==> src/rtl/mp_core_initiator.sv <==
// mp_core_initiator
//   Per-core request initiator for the multiprocessor memory subsystem.
//   It takes single or burst commands from the core, drives one req/gnt
//   transaction per beat, collects read data, and returns one response
//   per beat. A wait that makes no progress for TO_CYCLES cycles aborts
//   the rest of the burst with an error response.
//
// Ports
//   clk, rst_n                 clock, synchronous active-low reset
//   cmd_valid / cmd_ready      command handshake from the core
//   cmd_we, cmd_opcode         burst direction and opcode
//   cmd_addr, cmd_wdata        start address and base write data
//   cmd_len                    number of beats minus one
//   core_id                    constant CORE_ID
//   opcode, we, addr, data_in  request fields for the current beat
//   req / gnt                  request channel handshake
//   rvalid, data_out           read data return
//   burst_id                   tag of the current burst (first is 1)
//   rsp_valid, rsp_data        one-cycle response per finished beat
//   rsp_last, rsp_err          final response / timeout abort
//   busy                       high whenever not idle
module mp_core_initiator #(
    parameter int unsigned AW        = 11,
    parameter int unsigned DW        = 8,
    parameter int unsigned CW        = 2,
    parameter int unsigned CORE_ID   = 0,
    parameter int unsigned LW        = 4,
    parameter int unsigned TO_CYCLES = 64
) (
    input  logic          clk,
    input  logic          rst_n,
    input  logic          cmd_valid,
    output logic          cmd_ready,
    input  logic          cmd_we,
    input  logic [1:0]    cmd_opcode,
    input  logic [AW-1:0] cmd_addr,
    input  logic [DW-1:0] cmd_wdata,
    input  logic [LW-1:0] cmd_len,
    output logic [CW-1:0] core_id,
    output logic [1:0]    opcode,
    output logic          req,
    input  logic          gnt,
    output logic          we,
    output logic [AW-1:0] addr,
    output logic [DW-1:0] data_in,
    input  logic          rvalid,
    input  logic [DW-1:0] data_out,
    output logic [31:0]   burst_id,
    output logic          rsp_valid,
    output logic [DW-1:0] rsp_data,
    output logic          rsp_last,
    output logic          rsp_err,
    output logic          busy
);

    localparam int unsigned TW = $clog2(TO_CYCLES + 1);

    typedef enum logic [1:0] {
        IDLE   = 2'd0,
        REQ    = 2'd1,
        WAIT_R = 2'd2
    } state_t;

    state_t        state_q, state_d;
    logic          we_q, we_d;
    logic [1:0]    opcode_q, opcode_d;
    logic [AW-1:0] base_q, base_d;
    logic [DW-1:0] wdata_q, wdata_d;
    logic [LW-1:0] len_q, len_d;
    logic [LW-1:0] beat_q, beat_d;
    logic [TW-1:0] to_q, to_d;
    logic [31:0]   bid_q, bid_d;
    logic          rsp_valid_q, rsp_valid_d;
    logic [DW-1:0] rsp_data_q, rsp_data_d;
    logic          rsp_last_q, rsp_last_d;
    logic          rsp_err_q, rsp_err_d;

    logic last_beat;
    logic timed_out;

    assign last_beat = (beat_q == len_q);
    // Counter holds the number of idle cycles already spent; the edge that
    // would complete the TO_CYCLES-th idle cycle is the abort edge.
    assign timed_out = (to_q == TW'(TO_CYCLES - 1));

    always_ff @(posedge clk) begin
        if (!rst_n) begin
            state_q     <= IDLE;
            we_q        <= 1'b0;
            opcode_q    <= '0;
            base_q      <= '0;
            wdata_q     <= '0;
            len_q       <= '0;
            beat_q      <= '0;
            to_q        <= '0;
            bid_q       <= '0;
            rsp_valid_q <= 1'b0;
            rsp_data_q  <= '0;
            rsp_last_q  <= 1'b0;
            rsp_err_q   <= 1'b0;
        end else begin
            state_q     <= state_d;
            we_q        <= we_d;
            opcode_q    <= opcode_d;
            base_q      <= base_d;
            wdata_q     <= wdata_d;
            len_q       <= len_d;
            beat_q      <= beat_d;
            to_q        <= to_d;
            bid_q       <= bid_d;
            rsp_valid_q <= rsp_valid_d;
            rsp_data_q  <= rsp_data_d;
            rsp_last_q  <= rsp_last_d;
            rsp_err_q   <= rsp_err_d;
        end
    end

    always_comb begin
        state_d     = state_q;
        we_d        = we_q;
        opcode_d    = opcode_q;
        base_d      = base_q;
        wdata_d     = wdata_q;
        len_d       = len_q;
        beat_d      = beat_q;
        to_d        = to_q;
        bid_d       = bid_q;
        rsp_valid_d = 1'b0;
        rsp_data_d  = '0;
        rsp_last_d  = 1'b0;
        rsp_err_d   = 1'b0;

        unique case (state_q)
            IDLE: begin
                if (cmd_valid) begin
                    we_d     = cmd_we;
                    opcode_d = cmd_opcode;
                    base_d   = cmd_addr;
                    wdata_d  = cmd_wdata;
                    len_d    = cmd_len;
                    beat_d   = '0;
                    to_d     = '0;
                    bid_d    = bid_q + 32'd1;
                    state_d  = REQ;
                end
            end

            REQ: begin
                if (gnt) begin
                    to_d = '0;
                    if (we_q) begin
                        rsp_valid_d = 1'b1;
                        rsp_last_d  = last_beat;
                        if (last_beat) begin
                            state_d = IDLE;
                        end else begin
                            beat_d = beat_q + 1'b1;
                        end
                    end else begin
                        state_d = WAIT_R;
                    end
                end else if (timed_out) begin
                    rsp_valid_d = 1'b1;
                    rsp_last_d  = 1'b1;
                    rsp_err_d   = 1'b1;
                    state_d     = IDLE;
                end else begin
                    to_d = to_q + 1'b1;
                end
            end

            WAIT_R: begin
                if (rvalid) begin
                    to_d        = '0;
                    rsp_valid_d = 1'b1;
                    rsp_data_d  = data_out;
                    rsp_last_d  = last_beat;
                    if (last_beat) begin
                        state_d = IDLE;
                    end else begin
                        beat_d  = beat_q + 1'b1;
                        state_d = REQ;
                    end
                end else if (timed_out) begin
                    rsp_valid_d = 1'b1;
                    rsp_last_d  = 1'b1;
                    rsp_err_d   = 1'b1;
                    state_d     = IDLE;
                end else begin
                    to_d = to_q + 1'b1;
                end
            end

            default: begin
                state_d = IDLE;
            end
        endcase
    end

    assign cmd_ready = (state_q == IDLE);
    assign busy      = (state_q != IDLE);
    assign req       = (state_q == REQ);
    assign core_id   = CW'(CORE_ID);
    assign opcode    = opcode_q;
    assign we        = we_q;
    assign addr      = base_q + AW'(beat_q);
    assign data_in   = wdata_q + DW'(beat_q);
    assign burst_id  = bid_q;
    assign rsp_valid = rsp_valid_q;
    assign rsp_data  = rsp_data_q;
    assign rsp_last  = rsp_last_q;
    assign rsp_err   = rsp_err_q;

endmodule

==> config.mk <==
export PLATFORM = sky130hd
export DESIGN_NAME = mp_core_initiator
export DESIGN_NICKNAME = d
export VERILOG_FILES = /design/src/rtl/mp_core_initiator.sv
export SDC_FILE = /design/constraint.sdc
export NUM_CORES = 1
export LEC_CHECK = 0
export CORE_UTILIZATION = 35
export CTS_CLUSTER_DIAMETER = 50
export DETAILED_ROUTE_END_ITERATION = 8
export GPL_TIMING_DRIVEN = 0
export SYNTH_ARGS = -nofsm -noshare
export SYNTH_HDL_FRONTEND = slang
export SYNTH_SLANG_ARGS = --single-unit
==> constraint.sdc <==
create_clock -name clk -period 2.48 [get_ports clk]
set_input_delay 0.496 -clock clk [delete_from_list [all_inputs] [get_ports clk]]
set_output_delay 0.496 -clock clk [all_outputs]
set_load 0.05 [all_outputs]
==> summary.txt, run 1 <==
category of the worst setup path capture point - output port
number of enable-type register cells in the synthesized netlist - 0
overall die width - 109 µm
clock buffers created by TritonCTS - 9
clock tree from TritonCTS - built
Post-CTS Hold Fix Bufs - 0
overall overflow remaining after global route - 0
number of H-tree levels - 3
CTS clock-pin slew for the worst setup and hold paths - 0.06 ns
maxcap violations - 0
number of endpoints with negative hold slack in the final report - 0
first-pass GRT wire length - 17300 µm
initial standard-cell utilization of the core - 36.6%
routed len/inst - 14.9 µm
antenna violations before repair - 0
number of DRC violations after detailed-routing iteration 0 - 162
fill count - 1054
cell breakdown of the critical path - ha_4 > inv_2 > fa_2 > nor2b_1 > o21a_2 > o2111ai_2 > xnor2_2 > buf_6
# rows - 38
share of layout cells above drive strength 1 - 13.6%
post-route setup slack - -0.0694 ns
DP HPWL - 7970 µm
DRC violations left - 0
maximum buffer depth of the clock tree - 2
path type of the worst setup path - register to output port
pin count of the biggest net entering global routing - 13
max incr delay on CP - 0.37 ns
Leak - 2.05 nW
global-route total usage across every layer - 19.0%
Area growth syn-to-layout - 43.8%
power density over cell area - 621 mW/mm²
clock sinks - 82
Tightest Hold Check Type - register to register
Setup violations, final - 5
Fin Clk Skew - 0.00854 ns
number of primary I/O pins - 109
die area - 0.0120 mm²
Mapped Avg Cell Area - 8.32 µm²
root buffer cell - sky130_fd_sc_hd__clkbuf_16
count of input and output buffers - 105
Buffers & Inverters on Critical Path - 2
CP max-delay cell - sky130_fd_sc_hd__dfxtp_4
Crit path required time - 1.98 ns
floorplan die height - 109 µm
failing checks - negative setup slack
fraction of the yosys area taken by sequential cells - 40.7%
Ant. Diodes - 0
worst slew margin relative to its limit - 44.7%
antenna-violating nets left - 0
global placement routability congestion - 0.782
via total after detailed routing - 3868
largest area contributor in the netlist - sky130_fd_sc_hd__dfxtp_1
clock latency on the worst-skew pair - 0.34 ns
final wirelength - 11200 µm
result of the run - finished, violations left
synthesized instance count - 485
top cells by area, synth - sky130_fd_sc_hd__dfxtp_1 (41%), sky130_fd_sc_hd__a21oi_1 (7.2%), sky130_fd_sc_hd__nand2_1 (7.2%)
Final Net Count - 663
Via density - 5.16
Synth Register Bits - 82
data arrival time of the worst path - 2.05 ns
Fmax achieved - 392 MHz
fraction of post-synthesis cell area in the top cell type by area - 40.7%
slew at the pin closest to its max-slew limit - 0.822 ns
final total negative setup slack - -0.180 ns
startpoint type of the worst setup path - register
final total power - 3.60 mW
count of unique library cells instantiated by Yosys - 49
Synth Warn # - 0
Core ar. - 0.0110 mm²
share of the clock period used by the worst path after layout - 103%
time the final worst path needs with I/O delays and setup - 2.55 ns
RSZ-0062 raised after global routing - yes
number of global-route vias before repair - 3542
synthesized area - 0.00403 mm²
most used flip-flop cell after synthesis - sky130_fd_sc_hd__dfxtp_1
CP top delay family - adder cells
Crit Path Max Fanout - 4
max-slew violation total from the final report - 0
async set or reset register ratio after synthesis - 0%
count of TritonRoute iterations in the first routing pass - 5
maximum resistive drop on vdd - 0.483 mV
final cells by class:
class / count / area, µm² / area share [%]
Buffer: 22 / 103 / 1.77
Clock buffer: 12 / 246 / 4.25
Clock inverter: 3 / 40.0 / 0.690
Inverter: 24 / 90.1 / 1.55
Multi-Input combinational cell: 357 / 2400 / 41.4
Sequential cell: 82 / 1660 / 28.6
Tap cell: 140 / 175 / 3.02
Timing Repair Buffer: 110 / 1090 / 18.8
report_power, final:
group | switching [mW] | internal, mW | total [mW]
clock | 0.518 | 0.799 | 1.32
sequential | 0.0708 | 1.38 | 1.45
combinational | 0.529 | 0.306 | 0.834
state kept, by name (all words and copies together), names as in the netlist:
register	count
len_q	4
rsp_valid	1
rsp_data	8
to_q	7
wdata_q	8
beat_q	4
state_q	2
rsp_last	1
we	1
rsp_err	1
opcode	2
burst_id	32
base_q	11
path summary, 6_finish.rpt:
kind | to | depth (start not counted) | slack [ns] | start
setup / recovery | addr[10] | 8 | -0.07 | beat_q[0]
hold / removal | to_q[6] | 2 | 0.44 | to_q[6]
setup reg to reg | burst_id[24] | 7 | 0.19 | state_q[0]
hold reg to reg | to_q[6] | 2 | 0.44 | to_q[6]
per-layer routing:
metal | global-route usage [%] | vias up | share of wire, %
li1 | - | 1954 | -
met1 | 24.8 | 1793 | 46
met2 | 29.5 | 106 | 46
met3 | 4.80 | 15 | 6.2
met4 | 8.29 | 0 | 1.6
met5 | 0 | - | 0
synth_stat cells, drive strengths merged, types with 3 or more instances:
master / n
dfxtp: 82
o211ai: 7
nand2: 77
inv: 24
nor4: 3
buf: 5
ha: 16
xnor2: 20
a21oi: 58
o21ai: 13
clkbuf: 18
or4: 18
nor2: 17
nand3: 18
nor3: 7
a21o: 5
or3: 10
nand2b: 6
nand4: 8
o31ai: 15
o41ai: 3
and4: 4
xor2: 8
and2: 11
worst reg2reg max path, delay by kind of cell, from the launching register on:
family | cells | cell delay (ns)
flops | 1 | 0.36
compound gates | 1 | 0.15
fa+ha+maj | 1 | 0.22
simple gates | 3 | 1.17
buf+inv | 2 | 0.31
stage by stage:
step | area (µm²) | hold slack [ns] | instances | setup slack (ns) | utilization, %
after floorplan | 4110 | 0.411 | 486 | -0.00413 | -
after global placement | 5330 | 0.424 | 731 | -0.671 | 48.4
after detailed placement | 5330 | 0.430 | 731 | -0.657 | 48.4
after CTS | 5700 | 0.439 | 747 | -0.165 | 51.7
after global routing | 5800 | 0.473 | 750 | -0.140 | 52.6
final | 5800 | 0.438 | 750 | -0.0694 | 52.6
cell usage in the layout (no fill, tap or decap), types with 3 or more instances in the layout:
cell type and instances:
sky130_fd_sc_hd__nand2b_1 6, sky130_fd_sc_hd__or4_1 16, sky130_fd_sc_hd__buf_6 12, sky130_fd_sc_hd__o41ai_1 3
sky130_fd_sc_hd__nor2_1 15, sky130_fd_sc_hd__or3_1 10, sky130_fd_sc_hd__a21o_1 5, sky130_fd_sc_hd__and2_1 11
sky130_fd_sc_hd__dfxtp_1 76, sky130_fd_sc_hd__inv_1 22, sky130_fd_sc_hd__nand2_1 77, sky130_fd_sc_hd__buf_4 7
sky130_fd_sc_hd__dfxtp_4 3, sky130_fd_sc_hd__nor4_1 3, sky130_fd_sc_hd__clkdlybuf4s50_1 85, sky130_fd_sc_hd__clkbuf_1 17
sky130_fd_sc_hd__nand3_1 16, sky130_fd_sc_hd__xor2_1 3, sky130_fd_sc_hd__a21oi_1 56, sky130_fd_sc_hd__dlygate4sd2_1 3
sky130_fd_sc_hd__o21ai_0 11, sky130_fd_sc_hd__xnor2_2 4, sky130_fd_sc_hd__xnor2_1 16, sky130_fd_sc_hd__and4_1 4
sky130_fd_sc_hd__nor3_1 6, sky130_fd_sc_hd__ha_1 10, sky130_fd_sc_hd__clkbuf_2 3, sky130_fd_sc_hd__o211ai_1 7
sky130_fd_sc_hd__xor2_2 5, sky130_fd_sc_hd__nand4_1 8, sky130_fd_sc_hd__dfxtp_2 3, sky130_fd_sc_hd__clkbuf_16 9
sky130_fd_sc_hd__ha_4 4, sky130_fd_sc_hd__o31ai_1 14
timing repair:
item                       CTS  global route
buffers inserted             2             3
resized for setup          113            28
setup endpoints to repair   28            27
pin swaps                    7            11
logic make-up (layout without fill, tap and decap cells):
logic type	count (synthesis)	after routing	synth area share, %
mux	1	1	0.248
other cells	1	2	0.0930
flops	82	82	40.7
compound gates	118	118	17.9
xor+xnor	28	28	6.08
fa+ha+maj	18	18	5.96
buf+inv	47	171	4.75
simple gates	190	190	24.3
(Power assumes the default switching activity.)
==> run 2: changes to the inputs <==
--- a/config.mk
+++ b/config.mk
@@ -5,10 +5,11 @@
 export SDC_FILE = /design/constraint.sdc
 export NUM_CORES = 1
 export LEC_CHECK = 0
-export CORE_UTILIZATION = 35
+export CORE_UTILIZATION = 49
 export CTS_CLUSTER_DIAMETER = 50
 export DETAILED_ROUTE_END_ITERATION = 8
 export GPL_TIMING_DRIVEN = 0
+export PLACE_DENSITY = 0.81
 export SYNTH_ARGS = -nofsm -noshare
 export SYNTH_HDL_FRONTEND = slang
 export SYNTH_SLANG_ARGS = --single-unit
==> run 2 against run 1 <==
Compared with the run above:
- the flow still finishes with violations (negative setup slack)
- critical path type unchanged
- sequential share of layout area rose by 0.31 points
- first-iteration DRC count is 2.5% lower
- clock power shrank 19%
- non-clock buffer count is 2 higher
- largest power group unchanged
- worst setup slack got worse by 0.089 ns
==> summary.txt, run 2 (synthesis results as in run 1) <==
global-route total usage across every layer - 26.9%
final total power - 3.36 mW
clock sinks - 82
Setup violations, final - 8
overall die width - 92.7 µm
Area growth syn-to-layout - 42.4%
worst slew margin relative to its limit - 44.7%
startpoint type of the worst setup path - register
CTS clock-pin slew for the worst setup and hold paths - 0.08 ns
maximum buffer depth of the clock tree - 2
DRC violations left - 0
final cell area excluding filler cells - 0.00575 mm²
Net Sw Power - 1.11 mW
share of total power in the clock network - 31.8%
DP HPWL - 7980 µm
maximum resistive drop on vdd - 0.366 mV
routed len/inst - 15.7 µm
number of global-route vias before repair - 3960
die area - 0.00860 mm²
Fin Clk Skew - 0.0148 ns
maxcap violations - 0
R2R cell count - 7
relative contribution of sequential cells to total power - 43.2%
initial standard-cell utilization of the core - 51.4%
switching part of the total power - 33.1%
area taken by multi-input logic gates - 0.00246 mm²
worst min-delay path startpoint - to_q[6]
commonest non-fill, non-tap cell in the layout - sky130_fd_sc_hd__clkdlybuf4s50_1
Leak - 2.02 nW
number of primary I/O pins - 109
Via density - 5.61
global placement routability congestion - 0.866
floorplan die height - 92.7 µm
antenna violations before repair - 0
launch point of the worst path - beat_q[0]
via total after detailed routing - 4011
count of input and output buffers - 105
# rows - 32
result of the run - finished, violations left
Fmax achieved - 379 MHz
share of layout cells above drive strength 1 - 15.0%
post-route setup slack - -0.158 ns
startpoint of the lowest-slack register-to-register path - state_q[0]
pin count of the biggest net entering global routing - 15
Crit path required time - 1.98 ns
slew at the pin closest to its max-slew limit - 0.823 ns
power density over cell area - 585 mW/mm²
RSZ-0062 raised after global routing - yes
time the final worst path needs with I/O delays and setup - 2.64 ns
Core ar. - 0.00785 mm²
Ant. Diodes - 0
count of TritonRoute iterations in the first routing pass - 4
Comb power frac - 25.0%
category of the worst setup path capture point - output port
antenna-violating nets left - 0
post-route worst hold slack - 0.437 ns
clock latency on the worst-skew pair - 0.36 ns
number of H-tree levels - 3
max-slew violation total from the final report - 0
most frequent cells in the layout - sky130_fd_sc_hd__clkdlybuf4s50_1 (84), sky130_fd_sc_hd__nand2_1 (77), sky130_fd_sc_hd__dfxtp_1 (74), sky130_fd_sc_hd__a21oi_1 (56), sky130_fd_sc_hd__inv_1 (22)
Post-Place Cell Area - 0.00529 mm²
path type of the worst setup path - register to output port
cell count of the worst hold path - 2
final wirelength - 11300 µm
share of the clock period used by the worst path after layout - 106%
failing checks - negative setup slack
clock buffers created by TritonCTS - 9
overall overflow remaining after global route - 0
internal power of the cells - 2.25 mW
data arrival time of the worst path - 2.14 ns
Finished Core Util - 73.2%
clock tree from TritonCTS - built
sequential standard cell area - 0.00166 mm²
fill count - 617
first-pass GRT wire length - 18300 µm
Final Net Count - 665
number of endpoints with negative hold slack in the final report - 0
Tightest Hold Check Type - register to register
number of DRC violations after detailed-routing iteration 0 - 158
root buffer cell - sky130_fd_sc_hd__clkbuf_8
max FFs per register - 32
Crit Path Max Fanout - 4
[run 2: cell types whose count changed in the layout (fill, tap and decap cells not counted), sizes merged]
cell           delta
buf               +4
clkbuf            -4
clkinvlp          +2
bufinv            +1
clkdlybuf4s15     -1
clkdlybuf4s50     -1
clkinv            +1
dlymetal6s2s      +1
[run 2: path summary, 6_finish.rpt]
check                 end  slack (ns)
max               addr[6]       -0.16
min reg2reg       to_q[6]        0.44
max reg2reg  burst_id[26]        0.12
min               to_q[6]        0.44
[run 2: final cells by class]
class / instances / share of cell area [%]
buffer: 22 / 1.74
clock buffer: 9 / 2.16
clock inverter: 7 / 1.63
inverter: 24 / 1.57
multi-input combinational: 357 / 42.7
sequential: 82 / 28.9
tap: 102 / 2.22
timing repair buffer: 112 / 19.1
[run 2: metrics by stage]
stage	setup TNS [ns]	cells	worst slack (ns)
4_1_cts	-0.394	712	-0.149
5_1_grt	-1.34	715	-0.222
6_report	-0.691	715	-0.158
2_1_floorplan	-0.00413	486	-0.00413
3_5_place_dp	-12.55	693	-0.683
3_3_place_gp	-10.96	693	-0.588
[run 2: power by group through the flow]
stage	Sequential [mW]	Clock (mW)	Combinational [mW]
6_report	1.45	1.07	0.839
5_1_grt	1.46	1.14	0.899
4_1_cts	1.45	1.07	0.817
3_5_place_dp	1.48	0	0.806
3_3_place_gp	1.47	0	0.790
2_1_floorplan	1.50	0	0.501
[run 2: what timing repair did]
item,CTS,global route
pin swaps,10,14
hold buffers,0,0
setup endpoints to repair,20,33
gates resized for setup,121,31
gates cloned,0,0
setup buffers,3,4
[run 2: per-layer routing]
metal,vias up,track usage (%),wire length [µm]
met5,-,0,0
met4,0,10.5,258
met3,28,5.91,599
met2,123,46.5,5510
met1,1895,32.5,4890
li1,1965,-,-
[run 2: worst max-delay path, stage by stage (launching register included)]
cell	delay, ns
sky130_fd_sc_hd__dfxtp_4	0.38
sky130_fd_sc_hd__ha_4	0.14
sky130_fd_sc_hd__inv_2	0.04
sky130_fd_sc_hd__fa_2	0.35
sky130_fd_sc_hd__nor2b_2	0.14
sky130_fd_sc_hd__o21a_2	0.22
sky130_fd_sc_hd__o211ai_1	0.15
sky130_fd_sc_hd__xnor2_2	0.19
sky130_fd_sc_hd__buf_6	0.18
==> run 3: changes to the inputs <==
--- a/config.mk
+++ b/config.mk
@@ -10,6 +10,7 @@
 export DETAILED_ROUTE_END_ITERATION = 8
 export GPL_TIMING_DRIVEN = 0
 export PLACE_DENSITY = 0.81
+export SLEW_MARGIN = 20
 export SYNTH_ARGS = -nofsm -noshare
 export SYNTH_HDL_FRONTEND = slang
 export SYNTH_SLANG_ARGS = --single-unit
==> results of run 3 <==
The final DEF is identical to that of run 2; final timing and power are the same.
